$ cat src/rtl/tdm_pkg.sv
`default_nettype none
// +--------------------------------------------------------------------------+
// | Module   : tdm_pkg                                                       |
// | Purpose  : Shared definitions for the TDM demultiplexer: framer state    |
// |            encoding, default sample width / slot count, and the width    |
// |            of the slot index.                                            |
// | Revision : 1.0  initial release                                          |
// +--------------------------------------------------------------------------+
package tdm_pkg;

  // Framer states. The encoding is fixed: HUNT=0, LOCKED=1.
  typedef enum logic [0:0] {
    ST_HUNT   = 1'b0,
    ST_LOCKED = 1'b1
  } tdm_state_e;

  localparam int TDM_DEFAULT_WIDTH = 8;
  localparam int TDM_DEFAULT_NCH   = 4;

  // Bits needed to index NCH slots, ceil(log2(NCH)), never less than one.
  function automatic int tdm_slot_w(input int nch);
    return (nch <= 2) ? 1 : $clog2(nch);
  endfunction

endpackage : tdm_pkg
`default_nettype wire

$ cat src/rtl/tdm_slot_counter.sv
`default_nettype none
// +--------------------------------------------------------------------------+
// | Module   : tdm_slot_counter                                              |
// | Purpose  : Slot index for the TDM framer. Wraps NCH-1 -> 0 on increment, |
// |            can be loaded to 1 (slot 0 just consumed) or cleared.         |
// | Ports    : clk, rst  - clock, synchronous active-high reset              |
// |            i_clr     - force slot to 0                                   |
// |            i_load1   - force slot to 1                                   |
// |            i_inc     - advance slot with wrap                            |
// |            o_slot    - current slot index                                |
// | Revision : 1.0  initial release                                          |
// +--------------------------------------------------------------------------+
module tdm_slot_counter
  import tdm_pkg::*;
#(
  parameter int NCH = TDM_DEFAULT_NCH,
  parameter int SW  = tdm_slot_w(NCH)
) (
  input  logic          clk,
  input  logic          rst,
  input  logic          i_clr,
  input  logic          i_load1,
  input  logic          i_inc,
  output logic [SW-1:0] o_slot
);

  localparam logic [SW-1:0] c_last_slot = SW'(NCH - 1);

  logic [SW-1:0] r_slot;

  always_ff @(posedge clk) begin
    if (rst || i_clr) begin
      r_slot <= '0;
    end else if (i_load1) begin
      r_slot <= SW'(1);
    end else if (i_inc) begin
      r_slot <= (r_slot == c_last_slot) ? '0 : r_slot + SW'(1);
    end
  end

  assign o_slot = r_slot;

endmodule : tdm_slot_counter
`default_nettype wire

$ cat src/rtl/tdm_demux.sv
`default_nettype none
// +--------------------------------------------------------------------------+
// | Module   : tdm_demux                                                     |
// | Purpose  : Splits a TDM sample stream into NCH per-slot channels and     |
// |            assembles complete frames. A two-state framer (HUNT/LOCKED)   |
// |            aligns on in_sof and flags alignment errors.                  |
// | Ports    : clk, rst    - clock, synchronous active-high reset            |
// |            in_valid    - in_data / in_sof qualifier                      |
// |            in_data     - one TDM sample                                  |
// |            in_sof      - sample is slot 0                                |
// |            ch_data     - latest sample per slot, slot k at [k*W +: W]    |
// |            ch_valid    - per-slot update pulse                           |
// |            frame_data  - last complete frame, same layout as ch_data     |
// |            frame_valid - frame_data update pulse                         |
// |            locked      - framer is in LOCKED                             |
// |            sync_err    - alignment error pulse                           |
// | Revision : 1.0  initial release                                          |
// +--------------------------------------------------------------------------+
module tdm_demux
  import tdm_pkg::*;
#(
  parameter int WIDTH = TDM_DEFAULT_WIDTH,
  parameter int NCH   = TDM_DEFAULT_NCH
) (
  input  logic                 clk,
  input  logic                 rst,
  input  logic                 in_valid,
  input  logic [WIDTH-1:0]     in_data,
  input  logic                 in_sof,
  output logic [NCH*WIDTH-1:0] ch_data,
  output logic [NCH-1:0]       ch_valid,
  output logic [NCH*WIDTH-1:0] frame_data,
  output logic                 frame_valid,
  output logic                 locked,
  output logic                 sync_err
);

  localparam int            SW          = tdm_slot_w(NCH);
  localparam logic [SW-1:0] c_last_slot = SW'(NCH - 1);

  tdm_state_e            r_state;
  tdm_state_e            w_state_next;
  logic [SW-1:0]         w_slot;
  logic [SW-1:0]         w_wr_slot;
  logic                  w_store;
  logic                  w_sync_err;
  logic                  w_cnt_clr;
  logic                  w_cnt_load1;
  logic                  w_cnt_inc;
  logic                  w_frame_done;
  logic [NCH-1:0]        w_wr_en;
  logic [NCH*WIDTH-1:0]  w_frame_next;

  logic [NCH*WIDTH-1:0]  r_ch_data;
  logic [NCH-1:0]        r_ch_valid;
  logic [NCH*WIDTH-1:0]  r_frame_data;
  logic                  r_frame_valid;
  logic                  r_sync_err;

  tdm_slot_counter #(
    .NCH (NCH),
    .SW  (SW)
  ) u_slot_counter (
    .clk     (clk),
    .rst     (rst),
    .i_clr   (w_cnt_clr),
    .i_load1 (w_cnt_load1),
    .i_inc   (w_cnt_inc),
    .o_slot  (w_slot)
  );

  always_ff @(posedge clk) begin
    if (rst) begin
      r_state <= ST_HUNT;
    end else begin
      r_state <= w_state_next;
    end
  end

  // Framer decision for the current valid sample. An in_sof sample always
  // lands in slot 0; it is an error only if we expected a later slot.
  // A non-sof sample where slot 0 is expected means alignment was lost, so
  // the sample is dropped and the framer goes back to hunting.
  always_comb begin
    w_state_next = r_state;
    w_store      = 1'b0;
    w_wr_slot    = w_slot;
    w_sync_err   = 1'b0;
    w_cnt_clr    = 1'b0;
    w_cnt_load1  = 1'b0;
    w_cnt_inc    = 1'b0;
    if (in_valid) begin
      case (r_state)
        ST_HUNT: begin
          if (in_sof) begin
            w_store      = 1'b1;
            w_wr_slot    = '0;
            w_cnt_load1  = 1'b1;
            w_state_next = ST_LOCKED;
          end
        end
        ST_LOCKED: begin
          if (in_sof) begin
            w_store     = 1'b1;
            w_wr_slot   = '0;
            w_cnt_load1 = 1'b1;
            w_sync_err  = (w_slot != '0);
          end else if (w_slot == '0) begin
            w_sync_err   = 1'b1;
            w_cnt_clr    = 1'b1;
            w_state_next = ST_HUNT;
          end else begin
            w_store   = 1'b1;
            w_cnt_inc = 1'b1;
          end
        end
        default: begin
          w_state_next = ST_HUNT;
        end
      endcase
    end
  end

  // A frame completes only when the last slot is written in sequence; a
  // resync jumps back to slot 0 and never reaches this point early.
  assign w_frame_done = w_store && (w_wr_slot == c_last_slot);

  generate
    for (genvar k = 0; k < NCH; k++) begin : g_slot
      assign w_wr_en[k] = w_store && (w_wr_slot == SW'(k));

      // Frame image includes the sample being written this cycle.
      assign w_frame_next[k*WIDTH +: WIDTH] =
        w_wr_en[k] ? in_data : r_ch_data[k*WIDTH +: WIDTH];

      always_ff @(posedge clk) begin
        if (rst) begin
          r_ch_data[k*WIDTH +: WIDTH] <= '0;
        end else if (w_wr_en[k]) begin
          r_ch_data[k*WIDTH +: WIDTH] <= in_data;
        end
      end
    end
  endgenerate

  always_ff @(posedge clk) begin
    if (rst) begin
      r_ch_valid    <= '0;
      r_frame_data  <= '0;
      r_frame_valid <= 1'b0;
      r_sync_err    <= 1'b0;
    end else begin
      r_ch_valid    <= w_wr_en;
      r_frame_valid <= w_frame_done;
      r_sync_err    <= w_sync_err;
      if (w_frame_done) begin
        r_frame_data <= w_frame_next;
      end
    end
  end

  assign ch_data     = r_ch_data;
  assign ch_valid    = r_ch_valid;
  assign frame_data  = r_frame_data;
  assign frame_valid = r_frame_valid;
  assign sync_err    = r_sync_err;
  assign locked      = (r_state == ST_LOCKED);

endmodule : tdm_demux
`default_nettype wire

$ cat config.mk
export PLATFORM = sky130hd
export DESIGN_NAME = tdm_demux
export DESIGN_NICKNAME = d
export VERILOG_FILES = /design/src/rtl/tdm_pkg.sv /design/src/rtl/tdm_slot_counter.sv /design/src/rtl/tdm_demux.sv
export SDC_FILE = /design/constraint.sdc
export NUM_CORES = 1
export LEC_CHECK = 0
export CAP_MARGIN = 20
export CORE_ASPECT_RATIO = 1.5
export CORE_UTILIZATION = 35
export DETAILED_ROUTE_END_ITERATION = 12
export DONT_BUFFER_PORTS = 1
export PLACE_DENSITY_LB_ADDON = 0.2
export SYNTH_ARGS = -nofsm -noshare
export SYNTH_HDL_FRONTEND = slang
export SYNTH_SLANG_ARGS = --single-unit
$ cat constraint.sdc
create_clock -name clk -period 4.1 [get_ports clk]
set_clock_uncertainty 0.2 [all_clocks]
set_input_delay 0.82 -clock clk [delete_from_list [all_inputs] [get_ports clk]]
set_output_delay 0.82 -clock clk [all_outputs]
set_load 0.01 [all_outputs]
Word-level counts from Yosys, hierarchy flattened
Index checks and enable logic that the tools add are counted.
{ "op_classes": {"n_reduce_logical": 11, "muxes": 22, "n_lt_le_gt_ge": 0, "n_shift": 0, "n_mul": 0, "eq_ne": 4, "add_sub_neg": 1, "bitwise_logic": 2, "div": 0} }
{ "ops": {"columns": ["op", "n"], "rows": [
  ["$mux 8", 3],
  ["$mux 1", 15],
  ["$eq 2x2->1 const B", 3],
  ["$mux 2", 3],
  ["$logic_and 1x1->1", 4],
  ["$logic_not 2->1", 2],
  ["$reduce_bool 2->1", 2],
  ["$reduce_or 3->1", 1],
  ["$add 2x1->2 const B", 1],
  ["$eq 2x1->1 const B", 1],
  ["$not 1->1", 2],
  ["$pmux 1 s2", 1],
  ["$reduce_or 2->1", 1],
  ["$logic_or 1x1->1", 1]
]} }
{ "totals": {"latch_bits": 0, "n_memories": 0, "mem_bits_rw": 0, "in_bits": 12, "wordCells": 51, "mem_bits_ro": 0, "register_bits": 73} }

Longest topological paths before layout
Gate-level depths: netlist of the first run.
{ "depth": {"word_depth": 7, "ltp_mapped": 9, "ltp_nobuf": 7} }

By module
A second synthesis of the first run with hierarchy kept.
{ "unflattened": {"hier_cells": 263, "area_unflattened_um2": 2673.8} }
{ "modules_own_cells": {"columns": ["module", "seq_area_each_um2", "n_inst", "cells_per_inst", "area_each_um2"], "rows": [
  ["tdm_demux", 1241.2, 1, 254, 2578.7],
  ["tdm_slot_counter", 40.0, 1, 9, 95.1]
]} }

Least setup slack after synthesis of the first run
OpenSTA, ideal clock, no wires.
{ "synth_path": {"kind": "reg-to-reg", "startpoint": "register u_slot_counter.r_slot[0], in the netlist u_slot_counter.o_slot[0]", "endpoint": "register r_ch_data[10], in the netlist ch_data[10]", "t_arrival_ps": 2113, "required_ps": 3828, "path_slack_ps": 1715, "period_less_slack_ps": 2385, "setup_ps": 72, "path_stages_with_launch": 9, "cell_sequence": "dfxtp_1 inv_1 buf_1 ha_1 ha_1 nand4bb_1 buf_4 nor3_4 mux2i_1"} }
{ "synth_between": {"elab_chain_cells": 7, "elab_cells_between_ends": 10} }
{ "synth_lines": {"columns": ["item", "line", "rtl"], "rows": [
  ["start: declaration", "tdm_slot_counter.sv:29", "logic [SW-1:0] r_slot;"],
  ["start signal: assignment", "tdm_slot_counter.sv:37", "r_slot <= (r_slot == c_last_slot) ? '0 : r_slot + SW'(1);"],
  ["$logic_not 2->1", "tdm_demux.sv:108", "end else if (w_slot == '0) begin"],
  ["$mux 1", "tdm_demux.sv:108", null],
  ["$mux 1", "tdm_demux.sv:103", "if (in_sof) begin"],
  ["$pmux 1 s2", "tdm_demux.sv:93", "case (r_state)"],
  ["$mux 1", "tdm_demux.sv:92", "if (in_valid) begin"],
  ["$logic_and 1x1->1 *", "tdm_demux.sv:130", "assign w_wr_en[k] = w_store && (w_wr_slot == SW'(k));"],
  ["$mux 8 *", null, null],
  ["end signal: indexed assignment", "tdm_demux.sv:140", "r_ch_data[k*WIDTH +: WIDTH] <= in_data;"],
  ["end: declaration", "tdm_demux.sv:54", "logic [NCH*WIDTH-1:0] r_ch_data;"]
]} }
Every way passes the cells marked *; elsewhere a longest branch is shown, timed or not.
A chain may end at the register's enable or synchronous reset.

Worst setup path after layout of the first run
{ "layout_path": {"startpoint": "register u_slot_counter.r_slot[0], in the netlist u_slot_counter.o_slot[0]", "endpoint": "register r_frame_data[9], in the netlist frame_data[9]"} }
{ "layout_between": {"elab_chain_cells": 7, "elab_cells_between_ends": 12} }
{ "layout_lines": {"columns": ["item", "line", "rtl"], "rows": [
  ["$logic_not 2->1", "tdm_demux.sv:108", null],
  ["$mux 1", "tdm_demux.sv:108", null],
  ["$mux 1", "tdm_demux.sv:103", null],
  ["$pmux 1 s2", "tdm_demux.sv:93", null],
  ["$mux 1", "tdm_demux.sv:92", null],
  ["$logic_and 1x1->1", "tdm_demux.sv:130", null],
  ["$mux 8", null, null],
  ["end signal: assignment", "tdm_demux.sv:157", "r_frame_data <= w_frame_next;"],
  ["end: declaration", "tdm_demux.sv:56", "logic [NCH*WIDTH-1:0] r_frame_data;"]
]} }
Several ways; a longest one is shown, not always the timed one.

==> impl_summary.md, run 1 <==
Status
The run finished with clean final reports.

Place
After legalization and detailed placement, the total HPWL measured 4090 um. Timing analysis after detailed placement gives a worst setup slack of 0.932 ns. In this run the cell area measured after placement is 2650 sq um. The weighted congestion at the end of routability-driven global placement is 0.757. The count of buffers added on input and output ports is 0.

Synthesis
The synthesized design spends more area on one cell type than any other, namely sky130_fd_sc_hd__dfxtp_1. The number of cells produced by synthesis is 261. The number of nets in the synthesized netlist is 277. The share of synthesized area in the top cell type comes to 48.0%.

sky130_fd_sc_hd__dfxtp_1 is the most common cell in the netlist. Synthesis inferred 64 register bits. The count of different cell masters after synthesis is 31. The fraction of registers with async set/reset is 0%.

The number of warnings printed during yosys synthesis is 0. The number of synthesized flops with an enable pin is 0. By count the netlist is led by sky130_fd_sc_hd__dfxtp_1 (64), sky130_fd_sc_hd__nand2b_1 (49), sky130_fd_sc_hd__mux2i_1 (41). The average footprint of a synthesized cell is 10.2 sq um. Summing every instance area after synthesis gives 2670 sq um. After synthesis, the cell types taking the most area are sky130_fd_sc_hd__dfxtp_1 (48%), sky130_fd_sc_hd__mux2i_1 (15%), sky130_fd_sc_hd__nand2b_1 (11%). After synthesis, flip-flops and latches occupy 48.0% of the total area. The most used flip-flop cell after synthesis is sky130_fd_sc_hd__dfxtp_1.

Worst setup path
Data on the critical path is required at its endpoint by 4.11 ns. The worst register-to-register path ends at frame_data[9]. Measured in cells, the most critical reg-to-reg path has a length of 6.

By instance count, the cell type seen most on the critical path is sky130_fd_sc_hd__ha_1. The arrival time reported for the critical path endpoint is 3.16 ns. The slowest cell on the critical path is sky130_fd_sc_hd__dfxtp_1. The largest single stage delay on the critical path is 0.67 ns.

STA classifies the critical path endpoint as a register. The kind of launch point of the worst setup path is a register. In this run the register-to-register setup slack is 0.95 ns. The classification of the worst setup path is register to register. The launch instance of the worst register-to-register path is u_slot_counter.o_slot[0]. The critical path goes through inv_1 > ha_1 > ha_1 > and4bb_1 > nand3_4 > mux2i_1. In this run the worst path has a maximum fanout of 17.

Power
Cell internal power was estimated by the tool at 893 uW. Summed over all cells, the static leakage comes to 0.00105 uW. Combinational logic is responsible for 3.4% of the overall power. The power density normalized to cell area is 410 nW/um^2. Registers are responsible for 55.4% of the overall power. The switching power share of the total is 22.8%. VDD sags by at most 0.000179 V. The clock network is responsible for 41.2% of the overall power. The analysis attributes to net switching a power of 264 uW.

Layout
The number of fill cells is 756. The net count of the finished layout is 262. The area of the multi-input gates is 1210 sq um. The design area is 2820 sq um. The repair_antennas step left the layout with diodes totalling 0.

The sequential standard cell area is 1280 sq um. Compared with the post-synthesis result, the final layout area differs by 5.77%. The share of layout cells above drive strength 1 is 8.80%.

Global routing
The initial antenna violation count is 0. The via count of the first global-routing pass is 1,676. The sum of overflow across all layers after global routing is 0. Entering global routing, the biggest net connects 71 pins. The first global-routing pass estimated 9200 um of wire.

Global routing used 15.9% of the available tracks across all layers.

STA
The final number of setup-violating endpoints is 0. The total negative slack for setup checks is 0 ns. After layout, the worst path uses 76.9% of the clock period. Headroom to the max-slew limit came out at 53.3%. The final critical delay including setup and external delays is 3.15 ns.

The worst setup slack after layout is 0.947 ns. The number of max-slew violations in the final report is 0. Derived from the worst setup path, the maximum achievable clock frequency is 317 MHz. The worst-margin pin slew is 0.699 ns. The total count of hold-check failures in the final report is 0.

Setup repair after global routing left no endpoint under its margin.

Min path
The worst min-delay path endpoint is frame_data[7]. Counting instances, the worst hold path has a depth of 2. The critical hold path startpoint is frame_data[7]. The worst min-delay path category is register to register.

Clock network
The clock tree from TritonCTS is built. After clock tree synthesis, the repair step resized 0 gates. The clock net in this run drives a total of 64 sinks. Buffers inserted during clock tree synthesis total 9. The later pin in the worst-skew pair is clocked with a latency of 0.34 ns.

The number of setup buffers added after CTS is 0. The H-tree was split into 3 levels. The root buffer cell chosen for the clock tree is sky130_fd_sc_hd__clkbuf_8.

The count of hold-fix buffers inserted at cts is 0. The number of buffers on the longest clock path is 2. The post-CTS clock slew at the launch and capture registers of the worst setup and hold paths is 0.06 ns.

Routing
For this block, the via count after detailed routing is 1,776. The average detailed-routed wire length per instance is 17.1 um. The remaining number of nets flagged by the antenna check after routing is 0. In this run, the number of DRC markers left after iteration 0 of detailed routing was 116.

The DRC violation count after routing is 0. The via count normalized by instance count is 5.07. The wire length reported by the detailed router is 5990 um. The number of optimization iterations in the first detailed-route pass is 4.

Floorplanning
The initialized floorplan defines 38 standard-cell rows. The width of the chip is 73.3 um. The initial standard-cell utilization of the core is 36.4%. The die covers 7980 sq um. During I/O placement, the number of pins put on the boundary was 83. The core region area is 7320 sq um. The floorplan die height is 109 um.

Job
The tool flagged a number of max-cap violations equal to 0.
## routing by layer
| metal | routed length, um | global-route usage [%] |
|---|---|---|
| met5 | 0 | 0 |
| met4 | 97 | 7.98 |
| met3 | 458 | 6.75 |
| met2 | 2950 | 24.4 |
| met1 | 2480 | 18.8 |
## how the worst max path moves through the flow
stage / start / slack (ns) / depth (start not counted) / to
2_1_floorplan: u_slot_counter.o_slot[0] / 1.72 / 8 / ch_data[10]
3_3_place_gp: u_slot_counter.o_slot[0] / 1.05 / 7 / ch_data[8]
3_5_place_dp: u_slot_counter.o_slot[0] / 0.93 / 6 / frame_data[13]
4_1_cts: u_slot_counter.o_slot[0] / 0.92 / 6 / ch_data[31]
5_1_grt: u_slot_counter.o_slot[0] / 0.61 / 7 / ch_data[9]
6_report: u_slot_counter.o_slot[0] / 0.95 / 6 / frame_data[9]
## kinds of logic after synthesis
group           Yosys count  share of synthesized area [%]
buf+inv                  32                           6.66
simple gates             84                           20.2
compound gates           36                           7.88
fa+ha+maj                 4                           1.88
mux                      41                           15.4
flops                    64                           48.0
## state kept, by name (all words and copies together) (netlist names)
| register | flops |
|---|---|
| frame_data | 24 |
| ch_valid | 4 |
| u_slot_counter.o_slot | 2 |
| sync_err | 1 |
| ch_data | 32 |
| locked | 1 |
## power by group through the flow
stage               clock network [uW]  registers (uW)  logic [uW]
global route                       524             642        43.6
finish                             477             641        39.4
detailed placement                   0             655        40.1
CTS                                496             641        40.4
global placement                     0             655        40.0
floorplan                            0             651        41.5
## final cells by class
| type | instances | area share (%) |
|---|---|---|
| clock buffer | 11 | 5.37 |
| timing repair buffer | 2 | 0.532 |
| multi-input combinational | 165 | 43.0 |
| clock inverter | 4 | 0.710 |
| sequential | 64 | 45.4 |
| inverter | 4 | 0.532 |
| tap | 100 | 4.43 |
## worst max-delay path: cells and delay by family, from the launching register on
kind | cells | cell delay, ns
flops | 1 | 0.67
mux | 1 | 0.21
fa+ha+maj | 2 | 0.55
simple gates | 2 | 1.03
buf+inv | 1 | 0.36
## stage by stage
stage | hold slack, ns | total power [uW] | util [%] | std cells
after detailed placement | 0.304 | 696 | 36.2 | 335
after floorplan | 0.293 | 693 | - | 261
after CTS | 0.316 | 1180 | 38.5 | 350
after global placement | 0.300 | 695 | 36.2 | 335
final | 0.316 | 1160 | 38.5 | 350
after global routing | 0.328 | 1210 | 38.5 | 350
## placed cells by master (no fill, tap or decap), types with 2 or more instances in the layout
cell type                  Yosys  routed
sky130_fd_sc_hd__a21oi_1      17      17
sky130_fd_sc_hd__buf_4        12       2
sky130_fd_sc_hd__clkbuf_8      0      11
sky130_fd_sc_hd__clkinv_2      0       4
sky130_fd_sc_hd__dfxtp_1      64      64
sky130_fd_sc_hd__ha_1          4       4
sky130_fd_sc_hd__inv_1         3       3
sky130_fd_sc_hd__mux2i_1      41      41
sky130_fd_sc_hd__nand2_1       3       3
sky130_fd_sc_hd__nand2b_1     49      49
sky130_fd_sc_hd__nand3_1       9       9
sky130_fd_sc_hd__nand4_1       8       8
sky130_fd_sc_hd__nor2_1        2       2
sky130_fd_sc_hd__nor2b_1       2       2
sky130_fd_sc_hd__nor3b_1       2       2
sky130_fd_sc_hd__o21ai_0       8       8
sky130_fd_sc_hd__o31ai_1       8       8
No activity file was read; power rests on OpenSTA's default activity.
==> run 2, diff against run 1 <==
==> constraint.sdc (replaced) <==
create_clock -name clk -period 3.15 [get_ports clk]
set_clock_uncertainty 0.2 [all_clocks]
set_input_delay 0.63 -clock clk [delete_from_list [all_inputs] [get_ports clk]]
set_output_delay 0.63 -clock clk [all_outputs]
set_load 0.01 [all_outputs]
==> run 2 against run 1 <==
Against the previous run:
- wire length is 0.80% higher
- worst setup slack worse by 0.35 ns
- sequential share of layout area is 0.71 points lower
- non-clock buffer count is 3 higher
- largest power group unchanged
- sequential power is 30% higher
- cell area is 1.6% higher
- register-to-register slack worse by 0.35 ns
- global-route usage is 0.98 points higher
- critical path depth stayed put
- worst hold slack worse by 0.16 ns
- sequential cell count stayed put
- combinational power is 49% higher
==> impl_summary.md, run 2 (synthesized netlist as in run 1, its figures left out) <==
Power
The clock network accounts for 44.0% of the total power. The switching power share of the total is 21.7%. Per report_power, the sequential group accounts for 52.3% of the total. The internal power of the cells totals 1240 uW. The maximum resistive drop on vdd is 0.000197 V. Summed over all nets, the switching power comes to 345 uW. The power density normalized to cell area is 554 nW/um^2. Summed over all cells, the static leakage comes to 0.00107 uW.

The proportion of power drawn by combinational gates is 3.7%.

Routing
The number of violations reported at the end of detailed-routing iteration 0 is 119. After detailed routing, the number of remaining DRC violations is 0. The total vias in the final route is 1,784. In the final routed layout, each cell accounts on average for 17.2 um. The first TritonRoute pass finished after 4 iterations. The remaining number of nets flagged by the antenna check after routing is 0. In the routed layout, each cell is associated on average with a via count of 5.07. The wire length reported by the detailed router is 6040 um.

Worst setup path
The required time reported for the critical path endpoint is 3.23 ns. The kind of cell with the highest combined delay along the critical path is simple AND/OR/NAND/NOR gates. The critical path goes through inv_1 > ha_1 > ha_1 > nand4bb_1 > nor3_4 > mux2i_1. The depth of the most critical reg-to-reg path is 6.

Data arrives at the worst endpoint at 2.63 ns. Of all nets on the critical path, the largest fanout is 12. In this design, the stage delay of the slowest critical-path cell is 0.55 ns. The number of buffers and inverters on the critical path is 1. STA classifies the critical path endpoint as a register. The startpoint identified for the worst register-to-register timing path is u_slot_counter.o_slot[0]. The reg2reg setup slack is 0.60 ns. The slowest cell on the critical path is sky130_fd_sc_hd__nor3_4. STA classifies the critical path startpoint as a register. The terminus of the critical flop-to-flop path is ch_data[11].

The worst setup path is of the register to register kind. The most frequent cell on the critical path is sky130_fd_sc_hd__ha_1.

STA
Timing would allow up to 392 MHz. Subtracting the final worst setup slack from the clock period gives 2.55 ns. Dividing the final minimum period by the clock period gives 81.0%. The total count of hold-check failures in the final report was 0. The number of max-slew violations in the final report is 0.

The total negative slack for setup checks is 0 ns. For the pin with the worst max-slew slack, the measured transition is 0.565 ns. Setup repair after global routing left no endpoint under its margin. The headroom to the max-slew limit is 62.2%. Setup violations remaining at the end of the flow were counted as 0.

Clock network
The buffer count from post-CTS setup fixing is 0. Counting the buffers created by CTS gives 9. The clock root buffer is sky130_fd_sc_hd__clkbuf_8. The H-tree depth is 3. The clock reaches the later pin of the worst-skew pair after 0.35 ns. The number of gates resized after CTS was 0. The CTS sink count is 64. TritonCTS built the clock tree. Counting along the longest clock path gives a buffer depth of 2. The post-CTS clock slew at the launch and capture registers of the worst setup and hold paths is 0.07 ns. After clock tree synthesis, the flow added hold-fix buffers numbering 0.

Layout
The flip-flop count of the largest register, all copies and words added is 32. The final-stage net count is 265. The number of antenna diodes in the final layout is 0. The number of fill cells is 754. The post-route netlist has 9.52% of its cells at a drive strength greater than 1. After routing the design area is 2870 sq um.

The area growth from synthesis to layout is 7.46%. In the layout the commonest cells are sky130_fd_sc_hd__dfxtp_1 (64), sky130_fd_sc_hd__nand2b_1 (49), sky130_fd_sc_hd__mux2i_1 (41). The library cell used most frequently in the layout, excluding fill and tap cells, is sky130_fd_sc_hd__dfxtp_1.

Floorplanning
The floorplan step defined a core boundary enclosing 7320 sq um. 83 I/O pins were placed. Measured along the y axis, the die boundary spans 109 um. The floorplan row count is 38. The die area is 7980 sq um. Once the floorplan was initialized, standard cells occupied 36.4% of the core. The width of the chip is 73.3 um.

Place
In this run the cell area measured after placement is 2670 sq um. The congestion estimate from routability-driven global placement came to 0.707. The HPWL reported at the end of detailed placement is 4140 um.

The count of buffers from port buffering is 0.

Global routing
The total routing resource utilization after global routing is 16.9%. For this run the aggregate overflow at the end of global routing stands at 0. The first-pass GRT wire length is 9610 um.

The via count of the first global-routing pass was 1,834. The initial antenna violation count came to 0. Entering global routing, the biggest net connects 71 pins.

Status
The flow ran to the end, and the final reports show no timing, DRC or antenna violations.

Min path
Along the worst hold path, the cell count comes to 1. The worst min-delay path category is primary input to register. The critical hold path startpoint is rst. The path with the worst hold slack has its endpoint at ch_data[16].

Job
The max-cap violation count is 0.
-- run 2: cell type report --
class | count | area, sq um | area share [%]
multi-input combinational | 165 | 1210 | 42.3
tap | 100 | 125 | 4.36
sequential | 64 | 1280 | 44.7
timing repair buffer | 5 | 37.5 | 1.31
clock inverter | 3 | 42.5 | 1.48
clock buffer | 11 | 151 | 5.28
inverter | 4 | 15.0 | 0.524
-- run 2: power groups by stage --
stage	logic (uW)	registers, uW	clock network, uW
global placement	59.4	849	0
global route	65.3	832	762
finish	58.7	831	699
detailed placement	59.9	849	0
floorplan	54.0	848	0
CTS	60.2	831	730
-- run 2: worst max-delay path by stage --
stage,end,slack [ns],from,cells past startpoint
final,ch_data[11],0.60,u_slot_counter.o_slot[0],6
after global routing,ch_data[11],0.35,u_slot_counter.o_slot[0],6
after CTS,ch_data[11],0.56,u_slot_counter.o_slot[0],6
after detailed placement,ch_data[10],0.56,u_slot_counter.o_slot[0],6
after global placement,ch_data[13],0.64,u_slot_counter.o_slot[0],6
after floorplan,ch_data[10],0.77,u_slot_counter.o_slot[0],8
-- run 2: routing by layer --
layer	part of all wire (%)	wire length, um	track usage, %
met1	41	2480	19.4
met2	48	2920	25.9
met3	8.1	491	7.12
met4	2.5	151	9.66
met5	0	0	0
-- run 2: through the flow --
step / std cells / total power [uW] / utilization (%) / worst slack (ns) / hold slack (ns)
6_report: 352 / 1590 / 39.1 / 0.600 / 0.152
3_5_place_dp: 338 / 909 / 36.5 / 0.558 / 0.305
3_3_place_gp: 338 / 909 / 36.5 / 0.638 / 0.296
2_1_floorplan: 261 / 902 / - / 0.765 / 0.293
5_1_grt: 352 / 1660 / 39.1 / 0.347 / 0.125
4_1_cts: 352 / 1620 / 39.1 / 0.558 / 0.122
==> run 3, diff against run 2 <==
==> constraint.sdc (replaced) <==
create_clock -name clk -period 2.15 [get_ports clk]
set_clock_uncertainty 0.2 [all_clocks]
set_input_delay 0.43 -clock clk [delete_from_list [all_inputs] [get_ports clk]]
set_output_delay 0.43 -clock clk [all_outputs]
set_load 0.01 [all_outputs]
==> run 3 against run 2 <==
Against the previous run:
- sequential power up 47%
- critical path depth up 1
- first-iteration DRC count down 26%
- combinational power up 72%
- count of clock-buffer cells in the layout up 1
==> impl_summary.md, run 3 (synthesized netlist as in run 1, its figures left out) <==
Worst setup path
The largest single stage delay on the critical path is 0.35 ns. The largest individual stage delay along the critical path comes from the cell sky130_fd_sc_hd__dfxtp_4. The classification of the worst setup path is register to register. Walking the worst path, the cells encountered are inv_2 > ha_2 > ha_2 > nand4bb_1 > buf_4 > o31ai_1 > a21oi_1. At the worst endpoint, the required time is 2.15 ns. The worst setup path is launched from a register. The cell type group with the largest total delay on the critical path is adder cells. In this design, the critical path's most frequently occurring cell is sky130_fd_sc_hd__ha_2.

In this run the worst path has a maximum fanout of 18. For the worst setup path, the data arrival time is 1.98 ns. STA classifies the critical path endpoint as a register. The count of buffering cells on the critical path with inverters included is 2.

Clock network
No sink is reached through more buffers than the 2 on the longest clock path. CTS placed an instance of sky130_fd_sc_hd__clkbuf_8 at the clock tree root. The post-cts gate resize count is 0. Clock tree synthesis found a total of 64 sinks. Clock latency on the worst-skew pair, taken at its later pin, is 0.35 ns. The H-tree depth is 3. The post-CTS clock slew at the launch and capture registers of the worst setup and hold paths is 0.07 ns.

The clock tree from TritonCTS is built. TritonCTS created 9 clock buffers.

Global routing
The via count of the first global-routing pass is 1,754. Entering global routing, the biggest net connects 52 pins. The global routing met3 resource utilization is 5.91%. The initial antenna violation count is 0. The first global-routing pass estimated 9400 um of wire. The sum of overflow across all layers after global routing is 0.

The peak-usage layer in the global routing report is met2. Global routing consumed, on the met2 layer, 26.5% of the routing resources. The total routing resource utilization after global routing is 16.4%.

For met1 alone, demand over resource in global routing was 18.7%.

Routing
Wires add up to 6010 um. The via count normalized by instance count is 5.07. In this run, the number of DRC markers left after iteration 0 of detailed routing was 88.

The remaining number of nets flagged by the antenna check after routing is 0. Dividing the detail-routed wire length by the instance count gives 16.7 um. The DRC violation count after routing is 0. The total vias in the final route is 1,824. The number of optimization iterations in the first detailed-route pass is 4.

Layout
The share of layout cells above drive strength 1 is 13.1%. The number of fill cells is 760. Leaving out fill and tap cells, the most frequent cell in the layout is sky130_fd_sc_hd__dfxtp_1.

The top cell types in the final layout, fill and taps aside, are sky130_fd_sc_hd__dfxtp_1 (63), sky130_fd_sc_hd__nand2b_1 (49), sky130_fd_sc_hd__mux2i_1 (41). The flip-flop count of the largest register, all copies and words added is 32. Excluding fillers, the count of instances in the completed layout stands at 360.

The area growth from synthesis to layout is 11.8%. The repair_antennas step left the layout with diodes totalling 0. After the last flow step, the layout net total stands at 271. The finished cells cover 2980 sq um.

Place
The wire-length estimate of the detail-placed layout is 4010 um. The congestion estimate from routability-driven global placement came to 0.762. The number of cells after detailed placement is 342. Before CTS, the worst setup slack after placement is 0.206 ns.

Input and output buffers added on the ports amount to 0. The placed standard-cell area is 2740 sq um.

STA
The portion of the clock cycle consumed by the worst path in the final layout is 92.1%. Setup repair after global routing left no endpoint under its margin. The total negative slack for setup checks is 0 ns. Setup slack closes at 0.170 ns. The number of max-slew violations in the final report is 0. The final number of setup-violating endpoints is 0. In this run the tightest slew margin relative to its limit is 50.0%. The worst-margin pin slew is 0.747 ns. The final critical delay including setup and external delays is 1.98 ns. The total count of hold-check failures in the final report is 0. The highest clock rate is 505 MHz.

Power
The switching power of the nets is 536 uW. Cell internal power was estimated by the tool at 1910 uW. The maximum resistive drop on vdd is 0.000343 V. The leakage power is 0.00112 uW.

Summing internal, switching and leakage power gives 2450 uW. Combinational logic burns 4.1% of the power. Dividing total power by cell area gives a power density of 821 nW/um^2. Net switching is 21.9% of the power.

The part of the power in the clock network is 46.2%. Per report_power, the sequential group accounts for 49.7% of the total.

Status
The run finished with clean final reports.

Floorplanning
The initial standard-cell utilization of the core is 36.4%. The die area is 7980 sq um. In this run the count of I/O pins placed on the die edge is 83. The floorplan row count is 38. The floorplan step set the die width to 73.3 um. After floorplanning, the core was sized to cover 7320 sq um.

From bottom edge to top edge, the die measures 109 um.

Min path
The min-delay analysis places its worst path in the category primary input to register.

Job
The max-cap violation count is 0.
## run 3: cell count changes in the layout (fill, tap and decap cells not counted), moves of 2 or more
cell and delta:
sky130_fd_sc_hd__buf_12 +2, sky130_fd_sc_hd__dlygate4sd3_1 +2, sky130_fd_sc_hd__ha_2 +2, sky130_fd_sc_hd__buf_4 +2, sky130_fd_sc_hd__ha_1 -2
## run 3: metrics by stage
step                      utilization, %  hold slack (ns)
after global routing                40.7           0.0202
after global placement              37.4            0.297
after CTS                           40.7          0.00194
after floorplan                        -            0.293
final                               40.7           0.0236
after detailed placement            37.4            0.302
## run 3: metal layers
| metal | vias to the layer above | routed length (um) |
|---|---|---|
| li1 | 892 | - |
| met1 | 869 | 2500 |
| met2 | 54 | 2990 |
| met3 | 9 | 393 |
| met4 | 0 | 135 |
| met5 | - | 0 |
## run 3: final cells by class
class,count,area (sq um),share of cell area [%]
clock buffer,12,176,5.92
clock inverter,4,48.8,1.64
inverter,4,15.0,0.504
multi-input combinational,165,1220,40.9
sequential,64,1280,43.1
tap,100,125,4.20
timing repair buffer,11,113,3.78
## run 3: power by group through the flow
stage | combinational, uW | clock (uW) | sequential [uW]
2_1_floorplan | 82.3 | 0 | 1240
3_3_place_gp | 92.1 | 0 | 1240
3_5_place_dp | 92.9 | 0 | 1240
4_1_cts | 102 | 1180 | 1220
5_1_grt | 111 | 1230 | 1220
6_report | 101 | 1130 | 1220
## run 3: what timing repair did
item,4_1_cts,5_1_grt
endpoints found under the hold margin,20,0
buffers inserted,0,0
hold buffers,2,0
## run 3: worst paths after layout
path / startpoint / end / slack, ns / cells after the start
worst max-delay path: u_slot_counter.o_slot[0] / frame_data[18] / 0.17 / 7
worst min-delay path: in_data[3] / ch_data[19] / 0.02 / 2
worst max register to register: u_slot_counter.o_slot[0] / frame_data[18] / 0.17 / 7
worst min register to register: frame_data[5] / frame_data[5] / 0.32 / 2
